### config.mk
export PLATFORM = sky130hd
export DESIGN_NAME = alarm_clock_core
export DESIGN_NICKNAME = d
export VERILOG_FILES = /design/src/rtl/alarm_clock_pkg.sv /design/src/rtl/alarm_clock_core_key_edge.sv /design/src/rtl/alarm_clock_core.sv
export SDC_FILE = /design/constraint.sdc
export NUM_CORES = 1
export LEC_CHECK = 0
export BUFFER_PORTS_ARGS = -buffer_cell sky130_fd_sc_hd__buf_2
export CORE_MARGIN = 5
export CORE_UTILIZATION = 57
export CTS_BUF_LIST = sky130_fd_sc_hd__clkbuf_4
export CTS_CLUSTER_SIZE = 20
export DETAILED_ROUTE_END_ITERATION = 7
export GPL_TIMING_DRIVEN = 0
export PLACE_DENSITY_LB_ADDON = 0.3
export SLEW_MARGIN = 40
export SYNTH_ARGS = -nofsm -noshare
export SYNTH_HDL_FRONTEND = slang
export SYNTH_SLANG_ARGS = --single-unit
### constraint.sdc
create_clock -name CLOCK_50 -period 5.4 [get_ports CLOCK_50]
set_input_delay 1.35 -clock CLOCK_50 [delete_from_list [all_inputs] [get_ports CLOCK_50]]
set_output_delay 1.35 -clock CLOCK_50 [all_outputs]
set_load 0.005 [all_outputs]
### src/rtl/alarm_clock_pkg.sv
// alarm_clock_pkg: shared types, constants and
// BCD helpers for the alarm clock core.
package alarm_clock_pkg;

  typedef enum logic [1:0] {
    IDLE,
    RING,
    SNOOZE
  } state_t;

  localparam int SEC_PER_MIN = 60;
  localparam int MIN_PER_HR  = 60;
  localparam int HR_PER_DAY  = 24;

  // Binary 0..63 to two BCD digits {tens,ones}.
  function automatic logic [7:0] bin_to_bcd8(
    input logic [5:0] v
  );
    logic [3:0] t;
    logic [3:0] o;
    t = 4'(v / 6'd10);
    o = 4'(v % 6'd10);
    return {t, o};
  endfunction

  // 24h hour to {pm, 12h BCD hour}.
  function automatic logic [8:0] hr_to_12(
    input logic [4:0] h
  );
    logic [4:0] h12;
    unique case (1'b1)
      (h == 5'd0): h12 = 5'd12;
      (h > 5'd12): h12 = h - 5'd12;
      default:     h12 = h;
    endcase
    return {(h >= 5'd12), bin_to_bcd8({1'b0, h12})};
  endfunction

endpackage

### src/rtl/alarm_clock_core_key_edge.sv
// alarm_key_edge: history register and
// falling-edge pulse for one active-low key.
module alarm_key_edge (
  input  logic CLOCK_50,
  input  logic AUD_DACLRCK,
  input  logic key_n,
  output logic fall
);

  logic hist;

  // Remember last key level; idles released.
  always_ff @(posedge CLOCK_50 or negedge AUD_DACLRCK) begin
    if (!AUD_DACLRCK) hist <= 1'b1;
    else              hist <= key_n;
  end

  assign fall = hist & ~key_n;

endmodule

### src/rtl/alarm_clock_core.sv
// alarm_clock_core: 24h timekeeper with alarms,
// snooze, ring timeout and 12/24h BCD display.
module alarm_clock_core #(
  parameter int CLK_HZ         = 50_000_000,
  parameter int NUM_ALARMS     = 2,
  parameter int SNOOZE_MIN     = 9,
  parameter int RING_TIMEOUT_S = 60
) (
  input  logic CLOCK_50,
  input  logic AUD_DACLRCK,
  input  logic inc_hr_n,
  input  logic inc_min_n,
  input  logic snooze_n,
  input  logic stop_n,
  input  logic set_sel,
  input  logic [((NUM_ALARMS > 1) ?
    $clog2(NUM_ALARMS) : 1)-1:0] alm_sel,
  input  logic [NUM_ALARMS-1:0] alm_en,
  input  logic mode24,
  output logic [7:0] disp_hr,
  output logic [7:0] disp_min,
  output logic [7:0] disp_sec,
  output logic disp_pm,
  output logic sec_tick,
  output logic ring,
  output logic [((NUM_ALARMS > 1) ?
    $clog2(NUM_ALARMS) : 1)-1:0] ring_id,
  output logic snoozed
);

  import alarm_clock_pkg::*;

  localparam int AW =
    (NUM_ALARMS > 1) ? $clog2(NUM_ALARMS) : 1;
  localparam int PW =
    (CLK_HZ > 1) ? $clog2(CLK_HZ) : 1;
  localparam logic [PW-1:0] P_LAST =
    PW'(CLK_HZ - 1);
  localparam logic [5:0] SEC_LAST =
    6'(SEC_PER_MIN - 1);
  localparam logic [5:0] MIN_LAST =
    6'(MIN_PER_HR - 1);
  localparam logic [4:0] HR_LAST =
    5'(HR_PER_DAY - 1);
  localparam logic [7:0] RC_LAST =
    8'(RING_TIMEOUT_S - 1);
  localparam logic [11:0] SNZ_LOAD =
    12'(SNOOZE_MIN * SEC_PER_MIN);

  logic hr_e, min_e, snz_e, stop_e;
  logic [PW-1:0] presc;
  logic tick, t_edit, new_sec;
  logic [4:0] hr;
  logic [5:0] min, sec;
  logic [4:0] a_hr  [NUM_ALARMS];
  logic [5:0] a_min [NUM_ALARMS];
  logic match, en_cur;
  logic [AW-1:0] match_idx;
  state_t state, state_n;
  logic [AW-1:0] rid, rid_n;
  logic [7:0] ring_cnt, ring_cnt_n;
  logic [11:0] snz_cnt, snz_cnt_n;
  logic [4:0] sh;
  logic [5:0] sm;
  logic [8:0] h12;

  alarm_key_edge u_khr (
    .CLOCK_50    (CLOCK_50),
    .AUD_DACLRCK (AUD_DACLRCK),
    .key_n       (inc_hr_n),
    .fall        (hr_e)
  );

  alarm_key_edge u_kmin (
    .CLOCK_50    (CLOCK_50),
    .AUD_DACLRCK (AUD_DACLRCK),
    .key_n       (inc_min_n),
    .fall        (min_e)
  );

  alarm_key_edge u_ksnz (
    .CLOCK_50    (CLOCK_50),
    .AUD_DACLRCK (AUD_DACLRCK),
    .key_n       (snooze_n),
    .fall        (snz_e)
  );

  alarm_key_edge u_kstop (
    .CLOCK_50    (CLOCK_50),
    .AUD_DACLRCK (AUD_DACLRCK),
    .key_n       (stop_n),
    .fall        (stop_e)
  );

  assign tick     = (presc == P_LAST);
  assign sec_tick = tick;
  assign t_edit   = !set_sel && (hr_e || min_e);

  // Prescaler; a minute edit restarts the second.
  always_ff @(posedge CLOCK_50 or negedge AUD_DACLRCK) begin
    if (!AUD_DACLRCK)          presc <= '0;
    else if (!set_sel && min_e) presc <= '0;
    else if (tick)             presc <= '0;
    else                       presc <= presc + 1'b1;
  end

  // Delayed tick used to qualify alarm matches.
  always_ff @(posedge CLOCK_50 or negedge AUD_DACLRCK) begin
    if (!AUD_DACLRCK) new_sec <= 1'b0;
    else              new_sec <= tick;
  end

  // Time of day: edits take precedence over a tick.
  always_ff @(posedge CLOCK_50 or negedge AUD_DACLRCK) begin
    if (!AUD_DACLRCK) begin
      hr  <= '0;
      min <= '0;
      sec <= '0;
    end else if (t_edit) begin
      if (hr_e)
        hr <= (hr == HR_LAST) ? '0 : hr + 5'd1;
      if (min_e) begin
        min <= (min == MIN_LAST) ? '0 : min + 6'd1;
        sec <= '0;
      end
    end else if (tick) begin
      if (sec == SEC_LAST) begin
        sec <= '0;
        if (min == MIN_LAST) begin
          min <= '0;
          hr  <= (hr == HR_LAST) ? '0 : hr + 5'd1;
        end else begin
          min <= min + 6'd1;
        end
      end else begin
        sec <= sec + 6'd1;
      end
    end
  end

  // Alarm registers; out-of-range selects hit nothing.
  always_ff @(posedge CLOCK_50 or negedge AUD_DACLRCK) begin
    if (!AUD_DACLRCK) begin
      for (int i = 0; i < NUM_ALARMS; i++) begin
        a_hr[i]  <= '0;
        a_min[i] <= '0;
      end
    end else if (set_sel) begin
      for (int i = 0; i < NUM_ALARMS; i++) begin
        if (alm_sel == AW'(i)) begin
          if (hr_e)
            a_hr[i] <= (a_hr[i] == HR_LAST) ?
              '0 : a_hr[i] + 5'd1;
          if (min_e)
            a_min[i] <= (a_min[i] == MIN_LAST) ?
              '0 : a_min[i] + 6'd1;
        end
      end
    end
  end

  // Lowest enabled alarm equal to hh:mm at :00.
  always_comb begin
    match     = 1'b0;
    match_idx = '0;
    for (int i = NUM_ALARMS - 1; i >= 0; i--) begin
      if (new_sec && sec == 6'd0 && alm_en[i] &&
          hr == a_hr[i] && min == a_min[i]) begin
        match     = 1'b1;
        match_idx = AW'(i);
      end
    end
  end

  // Enable bit of the alarm currently ringing.
  always_comb begin
    en_cur = 1'b0;
    for (int i = 0; i < NUM_ALARMS; i++)
      if (rid == AW'(i)) en_cur = alm_en[i];
  end

  // FSM state and counters.
  always_ff @(posedge CLOCK_50 or negedge AUD_DACLRCK) begin
    if (!AUD_DACLRCK) begin
      state    <= IDLE;
      rid      <= '0;
      ring_cnt <= '0;
      snz_cnt  <= '0;
    end else begin
      state    <= state_n;
      rid      <= rid_n;
      ring_cnt <= ring_cnt_n;
      snz_cnt  <= snz_cnt_n;
    end
  end

  // FSM next state; stop outranks snooze.
  always_comb begin
    state_n    = state;
    rid_n      = rid;
    ring_cnt_n = ring_cnt;
    snz_cnt_n  = snz_cnt;
    unique case (state)
      IDLE: begin
        if (match) begin
          state_n    = RING;
          rid_n      = match_idx;
          ring_cnt_n = '0;
        end
      end
      RING: begin
        if (!en_cur || stop_e) begin
          state_n = IDLE;
        end else if (tick && ring_cnt == RC_LAST) begin
          state_n = IDLE;
        end else if (snz_e) begin
          state_n   = SNOOZE;
          snz_cnt_n = SNZ_LOAD;
        end else if (tick) begin
          ring_cnt_n = ring_cnt + 8'd1;
        end
      end
      SNOOZE: begin
        if (!en_cur || stop_e) begin
          state_n = IDLE;
        end else if (match) begin
          state_n    = RING;
          rid_n      = match_idx;
          ring_cnt_n = '0;
        end else if (tick) begin
          if (snz_cnt <= 12'd1) begin
            state_n    = RING;
            ring_cnt_n = '0;
            snz_cnt_n  = '0;
          end else begin
            snz_cnt_n = snz_cnt - 12'd1;
          end
        end
      end
      default: begin
        state_n = IDLE;
      end
    endcase
  end

  assign ring    = (state == RING);
  assign snoozed = (state == SNOOZE);
  assign ring_id = rid;

  // Pick the shown hh:mm: time or selected alarm.
  always_comb begin
    sh = '0;
    sm = '0;
    if (!set_sel) begin
      sh = hr;
      sm = min;
    end else begin
      for (int i = 0; i < NUM_ALARMS; i++) begin
        if (alm_sel == AW'(i)) begin
          sh = a_hr[i];
          sm = a_min[i];
        end
      end
    end
  end

  // BCD display in 12h or 24h form.
  always_comb begin
    h12      = hr_to_12(sh);
    disp_min = bin_to_bcd8(sm);
    disp_sec = set_sel ? 8'h00 : bin_to_bcd8(sec);
    if (mode24) begin
      disp_hr = bin_to_bcd8({1'b0, sh});
      disp_pm = 1'b0;
    end else begin
      disp_hr = h12[7:0];
      disp_pm = h12[8];
    end
  end

endmodule

==> results of run 1 <==
## per-stage QoR
stage / TNS (ps) / cells / setup WS, ps
6_report: -451 / 936 / -164
5_1_grt: -1010 / 936 / -308
4_1_cts: -431 / 930 / -186
3_5_place_dp: -1790 / 900 / -541
3_3_place_gp: -1030 / 899 / -337
2_1_floorplan: -93.1 / 726 / -61.8
## critical path, stage by stage
cell      delay (ps)
buf_12           110
mux2i_2          150
a21o_4           240
ha_4             260
inv_2             40
a2111o_1         300
o311a_4          140
nand2_4           80
inv_4             40
ha_4             160
inv_4             70
a31oi_4          110
xnor2_4          210
inv_2             70
ha_4             170
a21oi_4          140
inv_2             50
o31a_1           240
o21ai_1          140
buf_2            140
## final timing paths
check,from,to
max,alm_sel,disp_hr[3]
min reg2reg,snz_cnt[11],snz_cnt[11]
min,snz_cnt[11],snz_cnt[11]
max reg2reg,presc[7],snz_cnt[10]
max in group asynchronous,AUD_DACLRCK,u_khr.hist
min in group asynchronous,AUD_DACLRCK,ring_cnt[1]
## metal layers
layer  global-route usage, %  wire [µm]  vias to the layer above
met3                    3.55        650                       20
met4                    5.38        197                        0
met1                    28.5       6210                     2657
met2                    39.1       7330                      115
met5                       0          0                        -
li1                        -          -                     2677
## where the power goes
part	internal, µW	switching, µW
Sequential	785	99.9
Combinational	511	569
Clock	154	231
## final cells by class
class	count	area [µm²]
tap	140	175
inverter	30	118
buffer	36	191
clock buffer	11	82.6
fill	899	3660
sequential	93	2330
multi-input combinational	567	3730
clock inverter	5	60.1
timing repair buffer	54	349
## sequential cells by signal (all words and copies together) (netlist names), 2 cells and up
name / count
hr: 5
min: 6
presc: 26
sec: 6
a_min: 12
ring_cnt: 8
state: 2
snz_cnt: 12
a_hr: 10
## timing repair
item,CTS,global route
setup endpoints to repair,4,5
buffers inserted,14,6
gates cloned,0,0
gates resized for setup,18,10
pin swaps,10,7
## Yosys cell counts, types with 18 or more instances
library cell	n	area share [%]
nand3_1	28	2.3
a21oi_1	32	2.6
nand2_1	66	4.0
o21ai_0	55	4.5
nor2_1	96	5.8
inv_1	30	1.8
xor2_1	18	2.6
ha_1	21	4.3
clkbuf_1	23	1.4
xnor2_1	42	6.0
dfrtp_1	89	36
nand4_1	20	2.0
## cell families after synthesis
logic type | share of synthesized area (%)
other cells | 0.0609
simple gates | 24.5
buf+inv | 4.43
xor+xnor | 8.53
compound gates | 17.0
fa+ha+maj | 4.26
flops | 37.8
mux | 3.35
==> out/results.ini, run 1 <==
[hold_path]
min_path_cells = 1
hp-class = reg2reg

[power]
peakVddDrop_uv = 280
p_leak_uw = 0.00309
total_power_uw = 2350
power_density_nw_per_um2 = 334

[grt]
antenna_found_initial = 0
overflow = 0
grt_first_pass_wirelength_um = 23800
grt_usage_pct = 22.2
first_global_vias = 5170
grt_max_degree = 49

[worst_setup_path]
worst_r2r_path_depth = 10
crit_type = in2out
critPathLaunchType = input pin
arrival_ps = 4210
rrSetupSlack_ps = 2410
end_kind = output pin
crit_fanout = 4
cp.required_ps = 4050

[layout]
drive_gt1_share_pct = 16.1
final_common_cell = nor2_1
num_antenna_cells = 0
layout_common_cells = nor2_1, dfrtp_1, nand2_1, o21ai_0, xnor2_1
final_area_um2 = 7040
fin_util_pct = 65.8
nets = 823
areaGrowthSynthToFinish_pct = 14.2

[timing]
layout_setup_ws_ps = -164
report.final.slew_viol_count = 0
setup_viol = 4
rsz0062_at_grt = true
fin_crit_sh_pct = 103
fin_hold_ws_ps = 501
worstMarginPinSlew_ps = 840
clock.fmax_mhz = 180
hold_violations = 0
relSlewSlack_pct = 43.6
fin_skew_ps = 19.9
period_minus_slack_ps = 5560

[yosys]
netlist_area_um2 = 6160
synth.avg_cell_area_um2 = 8.52
synth_ff_type = dfrtp_1
yosysSeqAreaShare_pct = 37.8
synth_cell_types = 71
synth-warning-count = 0
syn_inst = 723
ys_ff_latch = 93
synthArstFlopShare_pct = 100
synth_edf_count = 0

[clock_network]
cts_tree = done
clk_latency_ps = 440
cts_buffer_depth = 2
cts.clk_slew.worst_paths_ps = 150
cts.sinks = 93
clock-root-buffer = clkbuf_4
postCtsHoldBufs = 0
htree_num_levels = 3
numCtsBuffers = 9

[route]
wl_per_cell_um = 15.4
drt_iter0_drc = 416
dr.pass1.iters = 5
drtAntennaViolNets = 0
vias_per_cell = 5.84
dr_total_vias = 5469
drcViolationCount = 0
drt-total-wl_um = 14400

[placement]
hpwl_um = 10400
port_buffers = 33
place_congestion = 0.911
place_area_um2 = 6610

[floorplan]
io_pins = 40
die_h_um = 114
core_area_um2 = 10700
start_util_pct = 57.6
die_w_um = 114
rows = 38
dieArea_um2 = 13000

[job]
maxCapViolCount = 0

[status]
status = finished with violations
violations = negative setup slack

(Power assumes the default switching activity.)
==> run 2: changes to the inputs <==
Settings changed: TNS_END_PERCENT from default to 5.
==> out/results.ini, run 2 (synthesized netlist as in run 1, its figures left out) <==
[status]
status = finished with violations
violations = negative setup slack

[clock_network]
cts.clk_slew.worst_paths_ps = 150  ; about the same
cts_tree = done
cts.sinks = 93  ; unchanged
numCtsBuffers = 9  ; unchanged
cts_buffer_depth = 2  ; unchanged
clock-root-buffer = clkbuf_4
htree_num_levels = 3  ; unchanged
clk_latency_ps = 450  ; about the same

[placement]
place_congestion = 0.906  ; -0.54%
dp.cells = 900  ; unchanged
port_buffers = 33  ; unchanged
post-place-ws_ps = -464  ; +77.0 ps
hpwl_um = 10500  ; +0.88%

[grt]
first_global_vias = 5254  ; +1.6%
grt_max_degree = 60  ; +22%
grt_usage_pct = 22.4  ; +0.24 points
antenna_found_initial = 0  ; unchanged
grt_first_pass_wirelength_um = 24100  ; +1.5%
overflow = 0  ; unchanged

[power]
peakVddDrop_uv = 210  ; -25%
power_density_nw_per_um2 = 327  ; -2.2%
p_leak_uw = 0.00304  ; -1.8%

[hold_path]
hp-class = reg2reg
min_path_cells = 1  ; unchanged

[worst_setup_path]
crit_chain = buf_6, mux2i_2, a21o_1, inv_2, ha_4, o31ai_2, and3_1, a2bb2oi_4, inv_1, ha_2, inv_2, a31oi_4, xnor2_4, inv_2, ha_4, or2_0, a2111o_1, buf_2
worst_r2r_path_depth = 9  ; -1
crit_family = compound AO/OA/AOI/OAI gates
cp.required_ps = 4050  ; about the same
crit_cells = 18  ; -10%
crit_type = in2out
cp_num_buf_inv = 6  ; -1
crit_fanout = 7  ; +3
critPathMostFrequentCell = inv_2
arrival_ps = 4210  ; about the same
critPathSlowestCell = a2111o_1
critPathLaunchType = input pin
end_kind = output pin
slowest_delay_ps = 360  ; +60 ps

[route]
dr.pass1.iters = 6  ; +1
vias_per_cell = 5.83  ; -0.14%
drt-total-wl_um = 14100  ; -2.0%
drtAntennaViolNets = 0  ; unchanged
drt_iter0_drc = 431  ; +3.6%
drcViolationCount = 0  ; unchanged
wl_per_cell_um = 15.2  ; -0.90%
dr_total_vias = 5403  ; -1.2%

[timing]
rsz0062_at_grt = true
setup_viol = 3  ; -1
fin_skew_ps = 16.3  ; -3.66 ps
period_minus_slack_ps = 5560  ; -6.40 ps
report.final.slew_viol_count = 0  ; unchanged
worstMarginPinSlew_ps = 811  ; -29.6 ps
fin_crit_sh_pct = 103  ; -0.12 points
clock.fmax_mhz = 180  ; +0.12%
hold_violations = 0  ; unchanged
relSlewSlack_pct = 45.6  ; +2.0 points
layout_setup_ws_ps = -157  ; +6.40 ps

[layout]
num_antenna_cells = 0  ; unchanged
final_common_cell = nor2_1
drive_gt1_share_pct = 14.2  ; -1.8 points
layout_common_cells = nor2_1, dfrtp_1, nand2_1, o21ai_0, xnor2_1
largest_reg_flops = 26  ; unchanged
areaGrowthSynthToFinish_pct = 12.0
fin_util_pct = 64.5  ; -1.2 points
regMostFlops = presc
nets = 813  ; -1.2%
stdcell_count = 926  ; -1.1%
reg_top3 = presc (26), a_min (12), snz_cnt (12)

[job]
maxCapViolCount = 0  ; unchanged

[floorplan]
die_w_um = 114  ; unchanged
die_h_um = 114  ; unchanged
io_pins = 40  ; unchanged
rows = 38  ; unchanged
core_area_um2 = 10700  ; unchanged
start_util_pct = 57.6  ; unchanged
dieArea_um2 = 13000  ; unchanged

## run 2: area by class of cell
type | instances | area, µm²
multi-input cells | 567 | 3690
clock buffers | 9 | 67.6
clock inverters | 7 | 73.8
flip-flops and latches | 93 | 2330
well taps | 140 | 175
fillers | 902 | 3790
plain buffers | 36 | 180
repair buffers | 44 | 274
inverters | 30 | 113
## run 2: routing by layer
metal | up-vias | track usage (%) | share of wire (%)
met2 | 142 | 38.0 | 50
met5 | - | 0 | 0
met1 | 2572 | 29.1 | 43
met4 | 0 | 8.16 | 1.6
met3 | 28 | 3.34 | 4.9
li1 | 2661 | - | -
## run 2: report_power, final
part / total (µW) / switching (µW) / internal (µW)
logic: 978 / 524 / 454
registers: 885 / 100 / 785
clock network: 391 / 248 / 143
## run 2: metrics by stage
stage | TNS (ps) | area, µm² | hold WS (ps) | total power [µW]
final | -381 | 6900 | 512 | 2250
after global routing | -864 | 6900 | 534 | 2420
after CTS | -267 | 6860 | 515 | 2240
after detailed placement | -1570 | 6600 | 495 | 1770
after global placement | -1060 | 6570 | 465 | 1710
after floorplan | -99.7 | 6230 | 438 | 1530
## run 2: what timing repair did
item | in CTS | in global routing
hold buffers | 0 | 0
pin swaps | 7 | 7
endpoints found under the setup margin | 4 | 5
setup buffers | 7 | 3
gates resized for setup | 10 | 6
## run 2: final timing paths
kind / end / slack [ps] / from
max: disp_hr[1] / -160 / alm_sel
min: presc[0] / 510 / presc[0]
max reg2reg: snz_cnt[11] / 2480 / sec[3]
min reg2reg: presc[0] / 510 / presc[0]
max in group asynchronous: u_khr.hist / 3980 / AUD_DACLRCK
min in group asynchronous: snz_cnt[5] / 770 / AUD_DACLRCK
==> run 3: changes to the inputs <==
Settings changed: RECOVER_POWER from default to 25.
==> out/results.ini, run 3 (synthesized netlist as in run 1, its figures left out) <==
[layout]
drive_gt1_share_pct = 13.6  ; -0.64 points
final_area_um2 = 6870  ; -0.51%
final_common_cell = nor2_1
layout_common_cells = nor2_1, dfrtp_1, nand2_1, o21ai_0, xnor2_1
regMostFlops = presc
num_antenna_cells = 0  ; unchanged
fillerInstances = 909  ; +0.78%
reg_top3 = presc (26), a_min (12), snz_cnt (12)
largest_reg_flops = 26  ; unchanged
stdcell_count = 926  ; unchanged
seq_area_um2 = 2330  ; unchanged
multi_input_area_um2 = 3690  ; unchanged
nets = 813  ; unchanged
areaGrowthSynthToFinish_pct = 11.5

[worst_setup_path]
crit_family = compound AO/OA/AOI/OAI gates
end_kind = output pin
critPathMostFrequentCell = inv_2
crit_chain = buf_6, mux2i_2, a21o_1, inv_2, ha_4, o31ai_2, and3_1, a2bb2oi_4, inv_1, ha_2, inv_2, a31oi_4, xnor2_4, inv_2, ha_4, or2_0, a2111o_1, buf_2
cp-startpoint = alm_sel
cp.required_ps = 4050  ; about the same
timing.rr.end = snz_cnt[11]
critPathSlowestCell = a2111o_1
critPathLaunchType = input pin
crit_fanout = 7  ; unchanged
cp_num_buf_inv = 6  ; unchanged
arrival_ps = 4210  ; about the same
slowest_delay_ps = 360  ; about the same
worst_r2r_path_depth = 9  ; unchanged
rrSetupSlack_ps = 2470  ; about the same
r2r_start = sec[3]
crit_type = in2out

[floorplan]
start_util_pct = 57.6  ; unchanged
rows = 38  ; unchanged
dieArea_um2 = 13000  ; unchanged
die_h_um = 114  ; unchanged
core_area_um2 = 10700  ; unchanged
die_w_um = 114  ; unchanged
io_pins = 40  ; unchanged

[job]
maxCapViolCount = 1  ; +1

[route]
drt_iter0_drc = 420  ; -2.6%
dr_total_vias = 5411  ; +0.15%
dr.pass1.iters = 6  ; unchanged
vias_per_cell = 5.84  ; +0.15%
wl_per_cell_um = 15.3  ; +0.27%
drtAntennaViolNets = 0  ; unchanged
drcViolationCount = 0  ; unchanged
drt-total-wl_um = 14200  ; +0.27%

[hold_path]
hold_start = presc[0]
hold_path_end = presc[0]
min_path_cells = 1  ; unchanged
hp-class = reg2reg

[placement]
place_congestion = 0.906  ; unchanged
dp.cells = 900  ; unchanged
port_buffers = 33  ; unchanged
place_area_um2 = 6600  ; unchanged
hpwl_um = 10500  ; unchanged

[timing]
fin_crit_sh_pct = 103  ; about the same
report.final.slew_viol_count = 36  ; +36
hold_violations = 0  ; unchanged
setup_viol = 3  ; unchanged
rsz0062_at_grt = true
worstMarginPinSlew_ps = 1870  ; +1060 ps
layout_setup_ws_ps = -157  ; -0.111 ps
clock.fmax_mhz = 180  ; about the same
period_minus_slack_ps = 5560  ; +0.111 ps
fin_skew_ps = 15.9  ; -0.343 ps
relSlewSlack_pct = -24.9  ; -71 points

[power]
p_leak_uw = 0.00301  ; -0.80%
peakVddDrop_uv = 210  ; about the same
power_density_nw_per_um2 = 328  ; +0.39%
pwr-share-seq_pct = 39.3  ; about the same
pwr-share-clk_pct = 17.4  ; about the same
p_int_uw = 1380  ; -0.21%
p_comb_share_pct = 43.3  ; about the same
sw_frac_of_total_pct = 38.8  ; +0.052 points
power.switching_uw = 873  ; about the same

[status]
violations = max-capacitance violations, max-slew violations, negative setup slack
status = finished with violations

[grt]
grt_max_degree = 60  ; unchanged
antenna_found_initial = 0  ; unchanged
first_global_vias = 5254  ; unchanged
grt_usage_pct = 22.4  ; unchanged
overflow = 0  ; unchanged
grt_first_pass_wirelength_um = 24100  ; unchanged

[clock_network]
htree_num_levels = 3  ; unchanged
cts.clk_slew.worst_paths_ps = 150  ; about the same
cts.sinks = 93  ; unchanged
cts_tree = done
clock-root-buffer = clkbuf_4
postCtsHoldBufs = 0  ; unchanged
numCtsBuffers = 9  ; unchanged
clk_latency_ps = 450  ; about the same
cts_buffer_depth = 2  ; unchanged

[run 3: cell types whose count changed in the layout (fill, tap and decap cells not counted)]
cell / before / now
buf_16: 1 / 0
buf_2: 33 / 29
buf_6: 4 / 3
clkbuf_1: 23 / 28
clkbuf_2: 2 / 3
[run 3: cell type report]
cell class,count,share of cell area [%]
Buffer,36,2.62
Tap cell,140,2.55
Inverter,30,1.64
Sequential cell,93,34.0
Multi-Input combinational cell,567,53.7
Clock buffer,9,0.984
Timing Repair Buffer,44,3.48
Clock inverter,7,1.07
[run 3: power groups by stage]
stage | Combinational, µW | Sequential (µW) | Clock [µW]
after floorplan | 657 | 869 | 0
after global placement | 824 | 890 | 0
after detailed placement | 873 | 897 | 0
after CTS | 954 | 883 | 401
after global routing | 1090 | 901 | 434
final | 975 | 885 | 391
[run 3: timing repair]
item                                    4_1_cts  5_1_grt
gates resized for setup                      10        6
endpoints found under the hold margin         0        0
buffers inserted                              7        3
pin swaps                                     7        7
endpoints found under the setup margin        4        5
cloned                                        0        0
[run 3: metrics by stage]
| step | power (µW) | worst slack [ps] | utilization, % | hold slack [ps] | TNS [ps] |
|---|---|---|---|---|---|
| finish | 2250 | -157 | 64.2 | 512 | -382 |
| global route | 2420 | -294 | 64.2 | 534 | -864 |
| CTS | 2240 | -129 | 64.1 | 515 | -267 |
| detailed placement | 1770 | -464 | 61.7 | 495 | -1570 |
| global placement | 1710 | -348 | 61.4 | 465 | -1060 |
| floorplan | 1530 | -65.0 | - | 438 | -99.7 |
[run 3: how the worst max path moves through the flow]
| stage | slack (ps) | cells past startpoint | end |
|---|---|---|---|
| after CTS | -130 | 18 | disp_hr[1] |
| final | -160 | 18 | disp_hr[1] |
| after detailed placement | -460 | 18 | disp_hr[1] |
| after global routing | -290 | 18 | disp_hr[1] |
| after floorplan | -70 | 17 | disp_hr[1] |
| after global placement | -350 | 18 | disp_hr[1] |
[run 3: per-layer routing]
metal | up-vias | share of wire, % | track usage (%)
li1 | 2663 | - | -
met1 | 2577 | 44 | 29.1
met5 | - | 0 | 0
met2 | 139 | 50 | 38.0
met4 | 0 | 1.6 | 8.16
met3 | 32 | 4.5 | 3.34
